[src/rtl/markup_sequencer.sv]
// markup_sequencer: steers the character stream between text output and
// element_parser, and keeps the open-element nesting stack.
//
// Ports:
//   clock, reset            : clock, synchronous active-high reset
//   char_in/valid/ready     : upstream character handshake
//   parser_char/enable      : drive element_parser (enable is registered)
//   parser_finished/tag/closing/has_attr/attr_type/attr_value : parser results
//   attr_valid/type/value   : attribute pass-through, valid only while in TAG
//   text_valid/char         : registered text character output
//   evt_valid/closing/tag   : registered one-cycle element event
//   depth                   : current nesting depth
//   err_mismatch/overflow/stall : one-cycle error pulses
module markup_sequencer #(
  parameter int STACK_DEPTH = 8,
  parameter int CHAR_BITES = 8,
  parameter int ELE_TAG_BITES = 4,
  parameter int ATTRIBUTE_TYPE_BITES = 3,
  parameter int ATTRIBUTE_VAL_BITES = 8,
  parameter int TAG_IMG = 5,
  localparam int DEPTH_BITS = $clog2(STACK_DEPTH) + 1
) (
  input  logic                            clock,
  input  logic                            reset,
  input  logic [CHAR_BITES-1:0]           char_in,
  input  logic                            char_valid,
  output logic                            char_ready,
  output logic [CHAR_BITES-1:0]           parser_char,
  output logic                            parser_enable,
  input  logic                            parser_finished,
  input  logic [ELE_TAG_BITES-1:0]        parser_tag,
  input  logic                            parser_closing,
  input  logic                            parser_has_attr,
  input  logic [ATTRIBUTE_TYPE_BITES-1:0] parser_attr_type,
  input  logic [ATTRIBUTE_VAL_BITES-1:0]  parser_attr_value,
  output logic                            attr_valid,
  output logic [ATTRIBUTE_TYPE_BITES-1:0] attr_type,
  output logic [ATTRIBUTE_VAL_BITES-1:0]  attr_value,
  output logic                            text_valid,
  output logic [CHAR_BITES-1:0]           text_char,
  output logic                            evt_valid,
  output logic                            evt_closing,
  output logic [ELE_TAG_BITES-1:0]        evt_tag,
  output logic [DEPTH_BITS-1:0]           depth,
  output logic                            err_mismatch,
  output logic                            err_overflow,
  output logic                            err_stall
);

  localparam int IDX_BITS = $clog2(STACK_DEPTH);
  localparam logic [DEPTH_BITS-1:0] FULL = DEPTH_BITS'(STACK_DEPTH);
  localparam logic [CHAR_BITES-1:0] LT = CHAR_BITES'(8'h3C);
  localparam logic [ELE_TAG_BITES-1:0] IMG = ELE_TAG_BITES'(TAG_IMG);

  typedef enum logic [1:0] {
    TEXT,
    TAG,
    COMMIT
  } state_t;

  state_t state;
  state_t state_nx;

  logic [ELE_TAG_BITES-1:0] stack [STACK_DEPTH];
  logic [ELE_TAG_BITES-1:0] held_tag;
  logic                     held_closing;
  logic [IDX_BITS-1:0]      push_idx;
  logic [IDX_BITS-1:0]      top_idx;
  logic                     is_void;
  logic                     top_match;

  logic enable_nx;
  logic text_nx;
  logic latch;
  logic push;
  logic pop;
  logic evt_nx;
  logic mismatch_nx;
  logic overflow_nx;
  logic stall_nx;

  assign parser_char = char_in;
  assign attr_valid = parser_has_attr && (state == TAG);
  assign attr_type = parser_attr_type;
  assign attr_value = parser_attr_value;

  // Below FULL the low bits of depth address the next free slot.
  assign push_idx = depth[IDX_BITS-1:0];
  assign top_idx = push_idx - IDX_BITS'(1);
  // Tag 0 is the parser's "unknown"; it is treated like a void element.
  assign is_void = (held_tag == IMG) || (held_tag == '0);
  assign top_match = (depth != '0) && (stack[top_idx] == held_tag);

  always_comb begin
    state_nx = state;
    char_ready = 1'b0;
    enable_nx = 1'b0;
    text_nx = 1'b0;
    latch = 1'b0;
    push = 1'b0;
    pop = 1'b0;
    evt_nx = 1'b0;
    mismatch_nx = 1'b0;
    overflow_nx = 1'b0;
    stall_nx = 1'b0;
    unique case (state)
      TEXT: begin
        char_ready = 1'b1;
        if (char_valid) begin
          if (char_in == LT) begin
            state_nx = TAG;
            enable_nx = 1'b1;
          end else begin
            text_nx = 1'b1;
          end
        end
      end
      TAG: begin
        char_ready = !parser_finished;
        if (parser_finished) begin
          state_nx = COMMIT;
          latch = 1'b1;
        end else if (!char_valid) begin
          // Parser cannot pause, so a gap kills the tag.
          state_nx = TEXT;
          stall_nx = 1'b1;
        end else begin
          enable_nx = 1'b1;
        end
      end
      COMMIT: begin
        state_nx = TEXT;
        if (!held_closing) begin
          evt_nx = 1'b1;
          if (!is_void) begin
            if (depth < FULL) begin
              push = 1'b1;
            end else begin
              overflow_nx = 1'b1;
            end
          end
        end else if (top_match) begin
          pop = 1'b1;
          evt_nx = 1'b1;
        end else begin
          mismatch_nx = 1'b1;
        end
      end
      default: state_nx = TEXT;
    endcase
  end

  always_ff @(posedge clock) begin
    if (reset) begin
      state <= TEXT;
    end else begin
      state <= state_nx;
    end
  end

  always_ff @(posedge clock) begin
    if (reset) begin
      parser_enable <= 1'b0;
      text_valid <= 1'b0;
      text_char <= '0;
      evt_valid <= 1'b0;
      evt_closing <= 1'b0;
      evt_tag <= '0;
      depth <= '0;
      err_mismatch <= 1'b0;
      err_overflow <= 1'b0;
      err_stall <= 1'b0;
      held_tag <= '0;
      held_closing <= 1'b0;
      for (int i = 0; i < STACK_DEPTH; i++) begin
        stack[i] <= '0;
      end
    end else begin
      parser_enable <= enable_nx;
      text_valid <= text_nx;
      evt_valid <= evt_nx;
      err_mismatch <= mismatch_nx;
      err_overflow <= overflow_nx;
      err_stall <= stall_nx;
      if (text_nx) begin
        text_char <= char_in;
      end
      if (latch) begin
        held_tag <= parser_tag;
        held_closing <= parser_closing;
      end
      if (evt_nx) begin
        evt_closing <= held_closing;
        evt_tag <= held_tag;
      end
      if (push) begin
        stack[push_idx] <= held_tag;
        depth <= depth + DEPTH_BITS'(1);
      end else if (pop) begin
        depth <= depth - DEPTH_BITS'(1);
      end
    end
  end

endmodule

[config.mk]
export PLATFORM = sky130hd
export DESIGN_NAME = markup_sequencer
export DESIGN_NICKNAME = d
export VERILOG_FILES = /design/src/rtl/markup_sequencer.sv
export SDC_FILE = /design/constraint.sdc
export NUM_CORES = 1
export LEC_CHECK = 0
export ABC_AREA = 1
export CORE_MARGIN = 3
export CORE_UTILIZATION = 45
export CTS_CLUSTER_DIAMETER = 80
export DETAILED_ROUTE_END_ITERATION = 16
export PLACE_DENSITY = 0.83
export SYNTH_ARGS = -nofsm -noshare
export SYNTH_HDL_FRONTEND = slang
export SYNTH_SLANG_ARGS = --single-unit
[constraint.sdc]
create_clock -name clock -period 2.3 [get_ports clock]
set_input_delay 0.46 -clock clock [delete_from_list [all_inputs] [get_ports clock]]
set_output_delay 0.46 -clock clock [all_outputs]
set_load 0.1 [all_outputs]
## Yosys cells after proc, flatten, opt, wreduce, memory -nomap -nowiden

Memories as Yosys holds them, arrays and structs flattened.
Cells that the tools add are included.

| cells by class | value |
|---|---|
| bitwise gates (word level) | 3 |
| reductions and logical operators | 13 |
| magnitude comparators | 1 |
| mux-type cells | 38 |
| equality and inequality tests | 8 |
| add/sub/neg operators | 3 |

Operators with widths:

| kind | count |
|---|---|
| $mux W1 | 27 |
| $mux W4 | 3 |
| $eq A8 B6 Y1 const B | 1 |
| $mux W2 | 4 |
| $reduce_or A4 Y1 | 2 |
| $reduce_or A3 Y1 | 2 |
| $add A4 B1 Y4 const B | 1 |
| $eq A4 B3 Y1 const B | 1 |
| $eq A4 B4 Y1 | 1 |
| $logic_not A4 Y1 | 1 |
| $lt A4 B4 Y1 const B | 1 |
| $ne A2 B2 Y1 const B | 2 |
| $pmux W1 S2 | 2 |
| $pmux W2 S2 | 1 |
| $reduce_bool A4 Y1 | 1 |
| $sub A4 B1 Y4 const B | 1 |
| $mux W3 | 1 |
| $ne A3 B3 Y1 const B | 1 |
| $not A1 Y1 | 3 |
| $reduce_and A3 Y1 | 1 |
| $sub A3 B1 Y3 const B | 1 |
| $eq A2 B1 Y1 const B | 1 |
| $eq A2 B2 Y1 const B | 1 |
| $logic_and A1 B1 Y1 | 2 |
| other kinds (4) | 4 |

| word-level totals | value |
|---|---|
| RAM bits | 32 |
| memories kept | 1 |
| output and inout port bits | 44 |
| flip-flop bits (word level) | 30 |
| logic and storage cells | 80 |
| input bits | 29 |

Memory list:

| memory | depth | bits a word | read ports | clocked after Yosys merged registers in | write ports | RTL line | source |
|---|---|---|---|---|---|---|---|
| stack | 8 | 4 | 1 | 0 | 8 | 64 | `logic [ELE_TAG_BITES-1:0] stack [STACK_DEPTH];` |

## Longest topological paths before layout

| depth | value |
|---|---|
| word-level depth | 10 |
| gate-level depth with buffers | 18 |
| depth with buffers taken out | 15 |

## Worst setup path after synthesis

OpenSTA, ideal clock, no wires.

| timing | value |
|---|---|
| path kind | register -> register |
| start point | register depth[0] |
| end point | register evt_closing |
| stages on the path, launching flop included | 18 |
| buffers on the path | 3 |
| slack | -0.590 ns |
| library setup time | 0.132 ns |
| clock period less this slack | 2.890 ns |
| arrival time | 2.758 ns |
| data required time | 2.168 ns |
| cells stage by stage | dfxtp_1 buf_6 inv_4 buf_6 ha_1 buf_2 inv_2 nand3_1 nand2_1 nand2_1 nand2_1 nor2_2 nor2_4 nand3_2 nand2_4 nand2_2 nand2_1 a21oi_1 |

| between the ends | value |
|---|---|
| longest elaborated chain between the ends | 7 |
| elaborated cells between the ends (all ways) | 8 |
| those cells by class | add/sub: 1; eq/ne: 1; mux: 3; reduce/logical: 2; memory: 1 |

Ends and longest elaborated chain:

| item | RTL line | source |
|---|---|---|
| start: declaration | 44 | `output logic [DEPTH_BITS-1:0] depth,` |
| start signal: assignment | 198 | `depth <= depth + DEPTH_BITS'(1);` |
| start signal: assignment | 200 | `depth <= depth - DEPTH_BITS'(1);` |
| $sub A3 B1 Y3 | 89 | `assign top_idx = push_idx - IDX_BITS'(1);` |
| named net top_idx[0] | 68 | `logic [IDX_BITS-1:0] top_idx;` |
| $mem_v2 Z8 W4 | - |  |
| $eq A4 B4 Y1 | 92 | `assign top_match = (depth != '0) && (stack[top_idx] == held_tag);` |
| $logic_and A1 B1 Y1 | 92 |  |
| $mux W1 | 142 | `end else if (top_match) begin` |
| $mux W1 | 133 | `if (!held_closing) begin` |
| $mux W1 | 106 | `unique case (state)` |
| end signal: assignment | 193 | `evt_closing <= held_closing;` |
| end: declaration | 42 | `output logic evt_closing,` |

The timed path passes the listed nets, and every way through them passes these cells.
A chain may end at the register's enable or synchronous reset.

## Final worst setup path

| timing | value |
|---|---|
| start point | register depth[1] |
| end point | register evt_tag[1] |

| between the ends | value |
|---|---|
| longest elaborated chain between the ends | 7 |
| elaborated cells between the ends (all ways) | 8 |
| those cells by class | add/sub: 1; eq/ne: 1; mux: 3; reduce/logical: 2; memory: 1 |

Ends and longest elaborated chain:

| item | RTL line | source |
|---|---|---|
| $sub A3 B1 Y3 | 89 |  |
| $mem_v2 Z8 W4 | - |  |
| $eq A4 B4 Y1 | 92 |  |
| $logic_and A1 B1 Y1 (*) | 92 |  |
| $mux W1 (*) | 142 |  |
| $mux W1 (*) | 133 |  |
| $mux W1 (*) | 106 |  |
| end signal: assignment | 194 | `evt_tag <= held_tag;` |
| end: declaration | 43 | `output logic [ELE_TAG_BITES-1:0] evt_tag,` |

Every way passes the cells marked *; elsewhere a longest branch is shown, timed or not.

==> results.cfg <==
[final_layout]
nFillCells = 543
ff_latch_area_mm2 = 0.001569
drive_above_1_share_pct = 18.78
antenna_cells = 0
area.growth.synth_to_final_pct = 23.32
final_nets = 454
final_area_mm2 = 0.003805
multi_input_area_mm2 = 0.001147
utilization_pct = 58.58

[clock_network]
clock_path_buffers = 2
postCtsHoldBufs = 0
clk_pin_slew_ps = 60
numClockSinks = 62
cts_root_buffer = clkbuf_8
clock_latency_ps = 330
cts_resized = 0
postCtsSetupBuffers = 0
cts_tree = yes
cts_buffers = 9
htree_levels = 3

[power]
pwr_density_cell_mw_per_mm2 = 641.3
vdd_drop_max_uv = 633.2
swShare_pct = 24.98
pwr-share-comb_pct = 11.9
switching_power_w = 0.0006095
p_seq_share_pct = 49.1
power_frac_clock_pct = 39.0
p_int_w = 0.001831
power_w = 0.002440
p_leak_nw = 1.616

[route]
routed_wl_um = 6616
dr_wl_met2_um = 3249
drtPass1Iterations = 4
wl_met1_um = 2664
topRoutingLayerUsed = met4
dr_wl_met3_um = 626
vias = 2527
vias_per_cell = 5.024
drc = 0
drtIter0Drc = 176
wl_per_cell_um = 13.15
ant_nets = 0

[floorplan]
dieArea_mm2 = 0.007886
core_area_mm2 = 0.006495
die_x_um = 88.81
start_util_pct = 47.51
ios = 73
fp.dieH_um = 88.81
num_rows = 29

[logic_synthesis]
synthSimpleGateAreaFrac_pct = 28.47
synth_top_area_share_pct = 31.14
synth_edf_count = 32
synthTopCellsByArea = edfxtp_1 31%, dfxtp_1 19%, nand2_1 12%, nor2_1 8.0%, buf_4 5.1%
yosysSeqAreaShare_pct = 50.61
synth_fp_nets = 414
async_flop_share_pct = 0
synth.largest_area_cell = edfxtp_1
synthFlopType = edfxtp_1
yosys_warnings = 0
synth_top_family_by_area = simple AND/OR/NAND/NOR gates
ys_types = 29
muxShareOfSynthArea_pct = 0
synthAdderAreaFrac_pct = 1.865
synth_xor_area_share_pct = 1.622
avgSynthCellArea_um2 = 8.098
synthTopCellsByCount = 96 x nand2_1, 66 x nor2_1, 37 x inv_1
synth_compound_area_share_pct = 5.028
yosysMostFrequentCell = nand2_1
synth_area_mm2 = 0.003085
synth_cells = 381
ys_ff_latch = 62

[global_route]
antenna_found_initial = 0
grt_usage_pct = 18.22
grt_pass1_vias = 2547
grt_pass1_wl_um = 11010
grt_max_degree = 24
grt_overflow = 0

[hold_path]
hold_path_class = reg2reg
min_from = evt_tag[0]
holdPathEnd = evt_tag[0]
min_path_cells = 2

[timing]
report.final.slew_viol_count = 0
hold_viol_final = 0
tightest_slew_ps = 471.2
fmax_mhz = 486.1
final-setup-viol-count = 0
layout_min_cycle_time_ps = 2057
grt_setup_unrepaired = false
slew_headroom_pct = 68.47
finalClockSkew_ps = 6.002
min_period_over_period_pct = 89.44
setup_slack_ps = 242.8
holdWs_ps = 464.4

[place]
place_congestion = 0.8848
placed_area_mm2 = 0.003602
post-dp-hpwl_um = 4761
io_buffers = 50
pre_cts_ws_ps = 67.32

[worst_setup_path]
cp.required_ps = 2520
crit_fanout = 9
endpoint_kind = flop
critPathLaunchType = flop
reg2reg_slack_ps = 240
worst-r2r-cell-count = 13
crit_arrival_ps = 2280
reg2reg_from = depth[1]
crit_type = reg2reg
r2r-end = evt_tag[1]

[flow_run]
maxCapViolCount = 0

[outcome]
status = completed
==> layer usage <==
layer | vias up | global-route usage, %
li1 | 1272 | -
met1 | 1149 | 20.54
met2 | 94 | 30.30
met3 | 12 | 8.473
met4 | 0 | 6.456
met5 | - | 0
==> placed cells by master (no fill, tap or decap), types with 3 or more instances in the layout <==
cell type / count
buf_4: 35
nand2_1: 96
dfxtp_1: 26
clkinv_2: 3
nand3_1: 30
inv_1: 37
dfxtp_2: 3
nor2_1: 66
nand2_2: 3
o21ai_0: 14
a21oi_1: 16
clkbuf_8: 11
buf_12: 10
edfxtp_1: 32
clkdlybuf4s50_1: 17
==> flip-flops by register name (all words and copies together), names as in the netlist <==
signal,count
state,2
err_stall,1
evt_valid,1
evt_closing,1
text_char,8
evt_tag,4
held_closing,1
stack,32
text_valid,1
depth,4
err_mismatch,1
parser_enable,1
err_overflow,1
held_tag,4
==> final cells by class <==
class                           instances  share of cell area (%)
Timing Repair Buffer                   62                   16.64
Clock buffer                           12                   4.078
Tap cell                               77                   2.532
Inverter                               41                   4.176
Multi-Input combinational cell        245                   30.15
Clock inverter                          4                   1.184
Sequential cell                        62                   41.24
==> kinds of logic after synthesis <==
kind of cell             count (synthesis)
AND/OR/NAND/NOR                        206
buffers and inverters                   74
flip-flops                              62
AO/OA/AOI/OAI                           31
XOR/XNOR                                 4
adder cells (fa/ha/maj)                  4
==> per-stage QoR <==
stage               std cells  setup TNS (ps)
CTS                       503               0
detailed placement        487               0
finish                    503               0
global route              503               0
floorplan                 381          -259.0
global placement          487               0
==> worst max path at each step <==
stage	startpoint	end	slack, ps	depth (start not counted)
floorplan	depth[0]	evt_closing	-50	17
global route	depth[1]	evt_closing	40	13
finish	depth[1]	evt_tag[1]	240	13
detailed placement	char_in[3]	text_char[1]	70	7
CTS	depth[1]	evt_tag[2]	190	13
global placement	char_in[3]	text_char[2]	160	7
==> power by group through the flow <==
stage / Combinational (W) / Clock (W) / Sequential, W
floorplan: 0.000210 / 0 / 0.00130
global placement: 0.000288 / 0 / 0.00122
detailed placement: 0.000291 / 0 / 0.00122
CTS: 0.000293 / 0.000966 / 0.00120
global route: 0.000308 / 0.00100 / 0.00120
finish: 0.000291 / 0.000951 / 0.00120
==> critical path: stages (launching register included) <==
cell and delay (ps):
dfxtp_2 330, inv_1 60, ha_2 460, inv_4 90, nand3_1 90, nand3_1 130
nand3_1 100, nand2_1 90, nor2_4 150, nand3_2 100, nand2_4 110, nand2_2 100
nand2_1 90, a21oi_1 50
Note: power is estimated with default switching activity, not from simulation.
